--- src/rtl/multi_freq_meter.sv ---
// multi_freq_meter
//    Multi-channel frequency meter. Each of CH asynchronous inputs is
//    synchronised into Clk and its rising edges are counted during a gate
//    window of GATE_BASE * 10^Gate_Sel Clk cycles. At gate end all channel
//    counts are latched together and Valid pulses for one cycle.
//
// Ports
//    Clk        system clock, all logic on the rising edge
//    Rst_n      asynchronous active-low reset
//    Fxin       measured inputs (bit i = channel i), asynchronous to Clk
//    Enable     high: start/continue measuring; low: stop after current gate
//    Gate_Sel   gate length select: x1, x10, x100, x1000 of GATE_BASE
//    Frequency  latched counts, channel i at [i*WIDTH +: WIDTH]
//    Ovf        bit i set if channel i saturated during the latched gate
//    Valid      one-cycle strobe: Frequency/Ovf just updated
//    Busy       high while a measurement is in progress (state != IDLE)
module multi_freq_meter #(
   parameter int CH          = 4,
   parameter int WIDTH       = 32,
   parameter int GATE_BASE   = 1000,
   parameter int SYNC_STAGES = 2
) (
   input  logic                Clk,
   input  logic                Rst_n,
   input  logic [CH-1:0]       Fxin,
   input  logic                Enable,
   input  logic [1:0]          Gate_Sel,
   output logic [CH*WIDTH-1:0] Frequency,
   output logic [CH-1:0]       Ovf,
   output logic                Valid,
   output logic                Busy
);

   localparam int GW = $clog2(GATE_BASE * 1000);

   // Gate lengths are stored minus one so the longest one still fits in GW bits.
   localparam logic [GW-1:0] LEN_M1_0 = GW'(GATE_BASE - 1);
   localparam logic [GW-1:0] LEN_M1_1 = GW'(GATE_BASE * 10 - 1);
   localparam logic [GW-1:0] LEN_M1_2 = GW'(GATE_BASE * 100 - 1);
   localparam logic [GW-1:0] LEN_M1_3 = GW'(GATE_BASE * 1000 - 1);
   localparam logic [WIDTH-1:0] CNT_MAX = '1;

   typedef enum logic [1:0] {
      S_IDLE  = 2'd0,
      S_GATE  = 2'd1,
      S_LATCH = 2'd2
   } state_t;

   state_t                          state_q, state_d;
   logic [SYNC_STAGES-1:0][CH-1:0]  sync_q, sync_d;
   logic [CH-1:0]                   edge_q, edge_d;
   logic [CH-1:0]                   rise;
   logic [GW-1:0]                   gate_cnt_q, gate_cnt_d;
   logic [GW-1:0]                   len_m1_q, len_m1_d;
   logic [CH-1:0][WIDTH-1:0]        cnt_q, cnt_d;
   logic [CH-1:0]                   sat_q, sat_d;
   logic [CH-1:0][WIDTH-1:0]        freq_q, freq_d;
   logic [CH-1:0]                   ovf_q, ovf_d;
   logic                            valid_q, valid_d;

   function automatic logic [GW-1:0] len_m1_sel(input logic [1:0] sel);
      case (sel)
         2'd0:    return LEN_M1_0;
         2'd1:    return LEN_M1_1;
         2'd2:    return LEN_M1_2;
         default: return LEN_M1_3;
      endcase
   endfunction

   // Synchroniser chain plus one edge register per channel.
   always_comb begin
      sync_d[0] = Fxin;
      for (int k = 1; k < SYNC_STAGES; k++) begin
         sync_d[k] = sync_q[k-1];
      end
      edge_d = sync_q[SYNC_STAGES-1];
      rise   = sync_q[SYNC_STAGES-1] & ~edge_q;
   end

   always_comb begin
      state_d    = state_q;
      gate_cnt_d = gate_cnt_q;
      len_m1_d   = len_m1_q;
      cnt_d      = cnt_q;
      sat_d      = sat_q;
      freq_d     = freq_q;
      ovf_d      = ovf_q;
      valid_d    = 1'b0;

      case (state_q)
         S_IDLE: begin
            gate_cnt_d = '0;
            cnt_d      = '0;
            sat_d      = '0;
            if (Enable) begin
               state_d  = S_GATE;
               len_m1_d = len_m1_sel(Gate_Sel);
            end
         end

         S_GATE: begin
            gate_cnt_d = gate_cnt_q + GW'(1);
            for (int i = 0; i < CH; i++) begin
               if (rise[i]) begin
                  // A full counter holds its value and remembers the lost edge.
                  if (cnt_q[i] == CNT_MAX) begin
                     sat_d[i] = 1'b1;
                  end else begin
                     cnt_d[i] = cnt_q[i] + WIDTH'(1);
                  end
               end
            end
            if (gate_cnt_q == len_m1_q) begin
               state_d = S_LATCH;
            end
         end

         S_LATCH: begin
            // Dead cycle: publish results, discard edges, restart from zero.
            freq_d     = cnt_q;
            ovf_d      = sat_q;
            valid_d    = 1'b1;
            cnt_d      = '0;
            sat_d      = '0;
            gate_cnt_d = '0;
            if (Enable) begin
               state_d  = S_GATE;
               len_m1_d = len_m1_sel(Gate_Sel);
            end else begin
               state_d = S_IDLE;
            end
         end

         default: begin
            state_d = S_IDLE;
         end
      endcase
   end

   always_ff @(posedge Clk or negedge Rst_n) begin
      if (!Rst_n) begin
         state_q    <= S_IDLE;
         sync_q     <= '0;
         edge_q     <= '0;
         gate_cnt_q <= '0;
         len_m1_q   <= '0;
         cnt_q      <= '0;
         sat_q      <= '0;
         freq_q     <= '0;
         ovf_q      <= '0;
         valid_q    <= 1'b0;
      end else begin
         state_q    <= state_d;
         sync_q     <= sync_d;
         edge_q     <= edge_d;
         gate_cnt_q <= gate_cnt_d;
         len_m1_q   <= len_m1_d;
         cnt_q      <= cnt_d;
         sat_q      <= sat_d;
         freq_q     <= freq_d;
         ovf_q      <= ovf_d;
         valid_q    <= valid_d;
      end
   end

   assign Frequency = freq_q;
   assign Ovf       = ovf_q;
   assign Valid     = valid_q;
   assign Busy      = (state_q != S_IDLE);

endmodule

--- config.mk ---
export PLATFORM = sky130hd
export DESIGN_NAME = multi_freq_meter
export DESIGN_NICKNAME = d
export VERILOG_FILES = /design/src/rtl/multi_freq_meter.sv
export SDC_FILE = /design/constraint.sdc
export NUM_CORES = 1
export LEC_CHECK = 0
export CORE_ASPECT_RATIO = 1.1
export CORE_MARGIN = 2
export CORE_UTILIZATION = 54
export DETAILED_ROUTE_END_ITERATION = 10
export PLACE_DENSITY = 0.88
export SLEW_MARGIN = 20
export SYNTH_ARGS = -nofsm -noshare
export SYNTH_HDL_FRONTEND = slang
export SYNTH_SLANG_ARGS = --single-unit
--- constraint.sdc ---
create_clock -name Clk -period 2.5 [get_ports Clk]
set_input_delay 0.5 -clock Clk [delete_from_list [all_inputs] [get_ports Clk]]
set_output_delay 0.5 -clock Clk [all_outputs]
set_load 0.005 [all_outputs]
==> results of run 1 <==
-- worst max-delay path: cells and delay by family (launching register included) --
kind,cells,cell delay [ps]
simple gates,3,1360
compound gates,2,500
flops,1,450
-- metal layers --
metal / track usage / vias up / wire length, microns
met4: 0.06667 / 0 / 641
met5: 0 / - / 0
met2: 0.4147 / 427 / 16740
met1: 0.3279 / 5832 / 13780
met3: 0.03158 / 61 / 1828
li1: - / 5577 / -
-- repair_timing --
| action | 4_1_cts | 5_1_grt |
|---|---|---|
| gates resized for setup | 0 | 5 |
| setup buffers | 0 | 0 |
| hold buffers | 1 | 0 |
| endpoints found under the hold margin | 47 | 0 |
| setup endpoints to repair | 0 | 12 |
-- layout make-up --
class                   count  area (sq um)  area share
repair buffers            180          1789      0.1048
inverters                  27         105.1    0.006158
clock buffers              39         855.8     0.05015
multi-input cells        1117          5919      0.3468
flip-flops and latches    310          7761      0.4548
clock inverters            14         202.7     0.01188
well taps                 346         432.9     0.02537
-- registers in the layout, indices dropped and copies added (netlist names), 4 cells and up --
| signal | count |
|---|---|
| Ovf | 4 |
| edge_q | 4 |
| gate_cnt_q | 20 |
| len_m1_q | 11 |
| edge_d | 4 |
| cnt_q | 128 |
| sync_d | 4 |
| Frequency | 128 |
| sat_q | 4 |
-- metrics by stage --
step,utilization,setup slack [ps]
2_1_floorplan,-,269.2
4_1_cts,0.6706,61.02
5_1_grt,0.6715,23.03
3_5_place_dp,0.6285,118.5
3_3_place_gp,0.6285,164.3
6_report,0.6715,81.04
-- cells in the final DEF, fill, tap and decap left out, types with 6 or more instances in the layout --
cell type	n
and3_1	12
nand2b_1	19
dfrtp_1	307
o21ai_0	88
mux2_2	6
buf_12	6
a21oi_1	94
nor3_1	21
nand3_1	47
or4_1	35
nor4_1	16
o31ai_1	35
nand2_1	447
ha_1	11
xor2_1	19
xnor2_1	18
nand4_1	44
buf_4	31
clkbuf_16	31
inv_1	25
or2_2	7
clkinv_2	8
o211ai_1	7
nor2_1	52
or3_1	69
clkdlybuf4s50_1	141
mux2i_1	18
-- power breakdown --
part	switching [mW]	internal (mW)
logic	0.678	0.420
clock network	1.91	2.92
registers	0.298	5.28
-- kinds of logic after synthesis --
| family | synth area share |
|---|---|
| multiplexers | 0.01767 |
| buffers and inverters | 0.02704 |
| AND/OR/NAND/NOR | 0.2682 |
| XOR/XNOR | 0.02312 |
| adder cells (fa/ha/maj) | 0.009818 |
| AO/OA/AOI/OAI | 0.1008 |
| flip-flops | 0.5534 |
-- worst paths after layout --
kind                                  to  startpoint  slack (ps)
min in group asynchronous  Frequency[16]       Rst_n         480
hold / removal                 edge_d[1]   sync_d[5]         360
setup reg to reg               cnt_q[57]  state_q[1]          80
hold reg to reg                edge_d[1]   sync_d[5]         360
setup / recovery               cnt_q[57]  state_q[1]          80
max in group asynchronous     cnt_q[111]       Rst_n        1290
==> qor.csv, run 1 <==
metric,value,unit
worst slew pin tran,761.5,ps
syn_nets,1547,
fin area,17070,sq um
number of port buffers,142,
placed instance area,15970,sq um
vias in the first global route,11490,
Yosys warning total,0,
Synth Cell Area,14020,sq um
Fmax achieved,0.4134,GHz
"most used cell, CP",or4_1,
vias,11900,
status,completed,
largest area contributor in the netlist,dfrtp_1,
Pleak,7.726,nW
die footprint,27270,sq um
layout cells sized above 1,0.07113,
Final Slew Violations,0,
Post-route DRC,0,
Period minus WS final,2419,ps
DRT antenna net count,0,
Worst Path Required,2960,ps
FP Rows,61,
"Reg clk slew, reported paths",60,ps
slew margin rel.,0.4918,
Synth Flop Type,dfrtp_1,
final cycle utilization of the critical path,0.9676,
Crit Path Class,reg -> reg,
cells on worst reg2reg path,5,
Die W,157.6,microns
Crit Path Max Fanout,21,
layout net count,1687,
RSZ-0062 raised after global routing,no,
worst hold slack,358.1,ps
Crit path largest cell delay,500,ps
crit start category,flip-flop,
"Cell Count, Final, Fillers Out",2033,
remaining global-route overflow,0,
GPL Wtd Cong,0.8437,
placed cells,1979,
Area Growth Syn to Fin,21.74,%
CTS root buf,clkbuf_16,
Filler cells,1928,
Final Skew,6.875,ps
Synth top cells by count,"nand2_1 (448), dfrtp_1 (310), a21oi_1 (94), o21ai_0 (88), or3_1 (69)",
antenna cells,0,
Setup TNS,0,ps
post-synth top area share,0.5534,
final count of negative-setup-slack endpoints,0,
clk_lat worst skew,550,ps
Cells after Synth,1527,
CP endpoint kind,flip-flop,
Peak VDD IR,0.5257,mV
register area share after synthesis,0.5534,
GRT Util Overall,0.2435,
post-synthesis register bit count,310,
CORE AREA,25420,sq um
HPWL after detailed placement,21420,microns
drt pass-1 iters,5,
Die Span Y,173.0,microns
pwr/cell area,673.6,nW/um^2
Initial Util,0.5516,
first-pass GRT wire length,55790,microns
Sink Count,310,
I/O pin total,143,
most common cell in the synthesized netlist,nand2_1,
clk buf depth,3,
"Cell Chain, Critical Path",or3b_1 > or4_1 > a31o_4 > or4_1 > a21oi_1,
max_cap viols,0,
initial antenna violation count,0,
Worst Path Arrival,2880,ps
Routed wire per std cell,16.23,microns
Cell variety after synth,52,
Hold Crit Depth,0,
CP max stage cell,or4_1,
DRT iter0 DRCs,963,
final hold vios,0,
CTS tree,built,
largest net degree at the start of global routing,152,
Tot Pwr,11.50,mW
async set-reset flop share out of synthesis,1.000,
TritonCTS buffer count,31,
Post-synth EDFFs,0,
total routed wirelength,32990,microns
largest cells by area after synthesis,"dfrtp_1 (55%), nand2_1 (12%), a21oi_1 (3.4%)",
HP Class,reg -> reg,
htree depth,1,
post-synthesis average cell area,9.180,sq um
DR vias/cell,5.852,
Power figures use the tool's default switching activity.
==> inputs of run 2 (changes only) <==
--- a/config.mk
+++ b/config.mk
@@ -5,11 +5,12 @@
 export SDC_FILE = /design/constraint.sdc
 export NUM_CORES = 1
 export LEC_CHECK = 0
+export ABC_AREA = 1
 export CORE_ASPECT_RATIO = 1.1
 export CORE_MARGIN = 2
 export CORE_UTILIZATION = 54
 export DETAILED_ROUTE_END_ITERATION = 10
-export PLACE_DENSITY = 0.88
+export PLACE_DENSITY = 0.87
 export SLEW_MARGIN = 20
 export SYNTH_ARGS = -nofsm -noshare
 export SYNTH_HDL_FRONTEND = slang
==> run 2 against run 1 <==
Sequential share of layout area fell by 4.1 points. Fmax barely moved. Sequential power fell by 4.8%. Non-clock buffer count fell by 19.
==> qor.csv, run 2 <==
metric,value,unit
number of port buffers,142,
"Buf+Inv Stages, Crit Path",2,
Crit path largest cell delay,490,ps
largest area contributor in the netlist,dfrtp_1,
slew margin rel.,0.5274,
DRT iter0 DRCs,1072,
CP max stage cell,dfrtp_2,
htree depth,1,
Fmax achieved,0.4135,GHz
post-synthesis register bit count,310,
"Setup Fix Bufs, Post-CTS",0,
"commonest non-fill, non-tap cell in the layout",nand2_1,
I/O pin total,143,
async set-reset flop share out of synthesis,1.000,
initial antenna violation count,0,
Worst Path Required,2000,ps
vias,14550,
HPWL after detailed placement,28460,microns
largest cells by area after synthesis,"dfrtp_1 (49%), nand2_1 (18%), nand3_1 (5.9%)",
FP Rows,66,
Worst Path Arrival,1920,ps
clk buf depth,3,
Final Slew Violations,0,
syn_nets,2199,
vias in the first global route,13800,
most frequent cells in the layout,"nand2_1 (745), dfrtp_1 (308), nor2_1 (225), inv_1 (213), nand3_1 (189)",
antenna cells,0,
crit-path leading delay family,buffers and inverters,
Area Growth Syn to Fin,17.45,%
"Cell Count, Final, Fillers Out",2698,
Routed wire per std cell,14.80,microns
Post-route DRC,0,
max_cap viols,0,
Period minus WS final,2418,ps
remaining global-route overflow,0,
post-synth top area share,0.4862,
final hold vios,0,
Synth Flop Type,dfrtp_1,
CTS root buf,clkbuf_16,
Sink Count,310,
Synth Cell Area,15960,sq um
final count of negative-setup-slack endpoints,0,
RSZ-0062 raised after global routing,no,
first-pass GRT wire length,66940,microns
DR vias/cell,5.393,
most common cell in the synthesized netlist,nand2_1,
die footprint,30940,sq um
layout cells sized above 1,0.04561,
Initial Util,0.5443,
CTS tree,built,
Yosys warning total,0,
largest net degree at the start of global routing,91,
Cell variety after synth,33,
fin util,0.6393,
"Cell Chain, Critical Path",inv_1 > nand2_1 > clkdlybuf4s50_1,
status,completed,
Filler cells,2503,
crit start category,flip-flop,
Cells after Synth,2179,
GRT Util Overall,0.2610,
DRT antenna net count,0,
Crit Path Max Fanout,10,
drt pass-1 iters,5,
Tot Pwr,10.70,mW
Post-synth EDFFs,0,
clk_lat worst skew,570,ps
Crit Path Class,reg -> out,
Synth top cells by count,"nand2_1 (745), dfrtp_1 (310), nor2_1 (225), inv_1 (214), nand3_1 (189)",
placed cells,2641,
total routed wirelength,39930,microns
HP Class,reg -> reg,
layout net count,2321,
GPL Wtd Cong,0.9320,
Final Skew,17.77,ps
worst slew pin tran,708.9,ps
post-synthesis average cell area,7.323,sq um
final cycle utilization of the critical path,0.9673,
Pleak,7.977,nW
Peak VDD IR,0.3670,mV
Setup TNS,0,ps
Die W,167.9,microns
Die Span Y,184.3,microns
CP endpoint kind,primary output,
TritonCTS buffer count,31,
CORE AREA,29320,sq um
"Reg clk slew, reported paths",60,ps
pwr/cell area,570.7,nW/um^2
register area share after synthesis,0.4862,
## run 2: area by class of cell
class / instances / area (sq um) / share of cell area
sequential: 310 / 7762 / 0.4142
multi-input combinational: 1580 / 6972 / 0.3720
timing repair buffer: 161 / 1672 / 0.08920
clock buffer: 42 / 887.1 / 0.04734
inverter: 217 / 819.5 / 0.04373
tap: 374 / 467.9 / 0.02497
clock inverter: 14 / 160.2 / 0.008546
## run 2: final timing paths
path | start | slack, ps | end | depth (start not counted)
max | state_q[1] | 80 | Busy | 3
min | sync_d[7] | 350 | edge_d[3] | 0
max reg2reg | state_q[0] | 250 | cnt_q[33] | 6
min reg2reg | sync_d[7] | 350 | edge_d[3] | 0
max in group asynchronous | Rst_n | 1270 | Frequency[108] | 3
min in group asynchronous | Rst_n | 480 | Frequency[11] | 2
## run 2: cell families after synthesis
family	after synthesis	share of synthesized area
buf+inv	289	0.07692
fa+ha+maj	11	0.008625
compound gates	343	0.1093
xor+xnor	14	0.007685
simple gates	1212	0.3113
flops	310	0.4862
## run 2: power breakdown
part | internal (mW) | total (mW) | switching [mW] | leakage (nW)
Combinational | 0.193 | 0.618 | 0.426 | 3.23
Sequential | 5.15 | 5.30 | 0.158 | 4.23
Clock | 2.79 | 4.77 | 1.99 | 0.512
Total | 8.12 | 10.7 | 2.57 | 7.98
## run 2: timing repair
action                                  CTS  global route
gates resized for setup                   1             0
endpoints found under the hold margin    54             0
hold buffers                              1             0
endpoints found under the setup margin    1             0
## run 2: layer usage
metal,global-route usage,part of all wire
met5,0,0
met4,0.07791,0.023
met3,0.03285,0.051
met2,0.4379,0.47
met1,0.3575,0.45
## run 2: metrics by stage
step           setup WS, ps  area [sq um]  hold slack (ps)
2_1_floorplan         842.7         15960            204.4
4_1_cts               106.4         18740            352.6
5_1_grt               22.55         18740            353.0
6_report              81.63         18740            351.6
3_3_place_gp          436.8         17680            334.2
3_5_place_dp          300.9         17680            336.4
## run 2: worst reg2reg max path, stage by stage, from the launching register on
cell     delay (ps)
dfrtp_4         500
inv_2           140
nor2_2          100
buf_4           180
o21ai_0         170
nand3_4         560
o21ai_0         490
==> inputs of run 3 (changes only) <==
--- a/config.mk
+++ b/config.mk
@@ -8,9 +8,10 @@
 export ABC_AREA = 1
 export CORE_ASPECT_RATIO = 1.1
 export CORE_MARGIN = 2
-export CORE_UTILIZATION = 54
+export CORE_UTILIZATION = 58
+export CTS_CLUSTER_DIAMETER = 150
 export DETAILED_ROUTE_END_ITERATION = 10
-export PLACE_DENSITY = 0.87
+export PLACE_DENSITY = 0.92
 export SLEW_MARGIN = 20
 export SYNTH_ARGS = -nofsm -noshare
 export SYNTH_HDL_FRONTEND = slang
==> run 3 against run 2 <==
Clock power grew 0.8%. Register-to-register slack improved by 60 ps. Sequential power about the same. Die area decreased by 6.7%. Cell count is 0.44% lower. Via count rose by 2.7%. Hold slack improved by 0.98 ps. Critical path type unchanged. Largest cell class unchanged.
==> qor.csv, run 3 (synthesis results as in run 2) <==
metric,value,unit
drt pass-1 iters,6,
GRT Util Overall,0.2861,
Critical Path Source,state_q[1],
sequential power share,0.494,
pwr/cell area,572.8,nW/um^2
final cycle utilization of the critical path,0.9578,
vias in the first global route,14420,
first-pass GRT wire length,67840,microns
R2R Path End,cnt_q[105],
final hold vios,0,
"Buf+Inv Stages, Crit Path",2,
vias,14940,
Crit Path Max Fanout,10,
worst slew pin tran,851.6,ps
Final Skew,9.929,ps
CTS root buf,clkbuf_16,
I/O pin total,143,
"Cell Count, Final, Fillers Out",2686,
largest net degree at the start of global routing,75,
CP endpoint,Busy,
die footprint,28860,sq um
remaining global-route overflow,0,
layout cells sized above 1,0.04852,
status,completed,
GPL Wtd Cong,0.9513,
placed cells,2627,
Fmax achieved,0.4176,GHz
Gate power share,0.059,
fin area,18790,sq um
antenna cells,0,
layout net count,2325,
htree depth,1,
CP endpoint kind,primary output,
final count of negative-setup-slack endpoints,0,
"commonest non-fill, non-tap cell in the layout",nand2_1,
crit-path leading delay family,buffers and inverters,
Filler cells,2160,
placed instance area,17680,sq um
TritonCTS buffer count,31,
slew margin rel.,0.4263,
Crit Path Class,reg -> out,
Routed wire per std cell,15.20,microns
HPWL after detailed placement,28660,microns
Hold Crit Depth,0,
DRT antenna net count,0,
cell depth of the worst setup path,3,
Die Span Y,178.0,microns
CP max stage cell,clkdlybuf4s50_1,
Die W,162.1,microns
Peak VDD IR,0.5114,mV
"setup slack, reg-to-reg",310,ps
Crit path largest cell delay,510,ps
Period minus WS final,2395,ps
DR vias/cell,5.564,
switching share of power,0.2396,
Pleak,8.009,nW
reg2reg start,cnt_q[97],
"Reg clk slew, reported paths",70,ps
Power Internal,8.184,mW
"Cell Chain, Critical Path",inv_1 > nand2_1 > clkdlybuf4s50_1,
CTS tree,built,
clk_lat worst skew,560,ps
Tot Pwr,10.76,mW
Post-route DRC,0,
Final Slew Violations,0,
DRT iter0 DRCs,1382,
total routed wirelength,40830,microns
Setup TNS,0,ps
number of port buffers,142,
P_sw,2.579,mW
max_cap viols,0,
Initial Util,0.5902,
HP Class,reg -> reg,
clk buf depth,3,
cells on worst reg2reg path,11,
Area Growth Syn to Fin,17.76,%
initial antenna violation count,0,
most frequent cells in the layout,"nand2_1 (745), dfrtp_1 (308), nor2_1 (225), inv_1 (213), nand3_1 (189)",
crit start category,flip-flop,
Worst Path Required,2000,ps
Sink Count,310,
Worst Path Arrival,1890,ps
clock share of power,0.447,
worst hold slack,352.6,ps
FP Rows,63,
CORE AREA,27040,sq um
RSZ-0062 raised after global routing,no,
-- run 3: cell count changes in the layout (fill, tap and decap cells not counted) --
cell / before / now
buf_4: 10 / 13
clkbuf_1: 4 / 2
clkbuf_8: 7 / 9
clkinvlp_4: 3 / 5
clkinv_4: 1 / 0
nand3_4: 3 / 4
nor2_2: 13 / 12
nor2_4: 4 / 5
-- run 3: worst min-delay path by stage --
stage,slack [ps],start,end
global route,350,sync_d[7],edge_d[3]
floorplan,200,Rst_n,Frequency[0]
CTS,350,sync_d[7],edge_d[3]
finish,350,sync_d[7],edge_d[3]
detailed placement,340,sync_d[7],edge_d[3]
global placement,330,sync_d[7],edge_d[3]
-- run 3: routing by layer --
metal / global-route usage / vias to the layer above / share of wire
li1: - / 7210 / -
met1: 0.3721 / 7031 / 0.42
met2: 0.4927 / 598 / 0.48
met3: 0.03669 / 105 / 0.066
met4: 0.1058 / 0 / 0.031
met5: 0 / - / 0
-- run 3: repair_timing --
action                                 in CTS  in global routing
hold buffers                                1                  0
setup endpoints to repair                   0                 30
resized for setup                           0                  3
endpoints found under the hold margin      64                  0
setup buffers                               0                  0
-- run 3: power by group through the flow --
stage	Combinational [mW]	Clock [mW]	Sequential, mW
floorplan	0.410	0	5.35
global placement	0.587	0	5.38
detailed placement	0.620	0	5.40
CTS	0.630	4.87	5.31
global route	0.726	5.08	5.33
finish	0.635	4.81	5.32
-- run 3: stage by stage --
stage / setup WS [ps] / util
2_1_floorplan: 842.7 / -
4_1_cts: 11.91 / 0.6941
6_report: 105.4 / 0.6950
5_1_grt: 49.21 / 0.6950
3_3_place_gp: 291.5 / 0.6540
3_5_place_dp: 181.2 / 0.6540
-- run 3: area by class of cell --
class / count / area [sq um] / share of cell area
clock buffers: 42 / 907.1 / 0.04828
clock inverters: 15 / 166.4 / 0.008856
inverters: 217 / 819.5 / 0.04361
multi-input cells: 1581 / 6994 / 0.3722
flip-flops and latches: 310 / 7762 / 0.4131
well taps: 357 / 446.7 / 0.02377
repair buffers: 164 / 1694 / 0.09016
-- run 3: worst register-to-register path, cell delays in order (launching register included) --
cell     delay [ps]
dfrtp_1         420
ha_1            200
nand2_1         110
nor2_2          200
nand2_2         140
nor2_4          160
nand3_2         130
nand2_2         120
buf_12          230
inv_2           170
nand2_1         100
o21ai_1          70
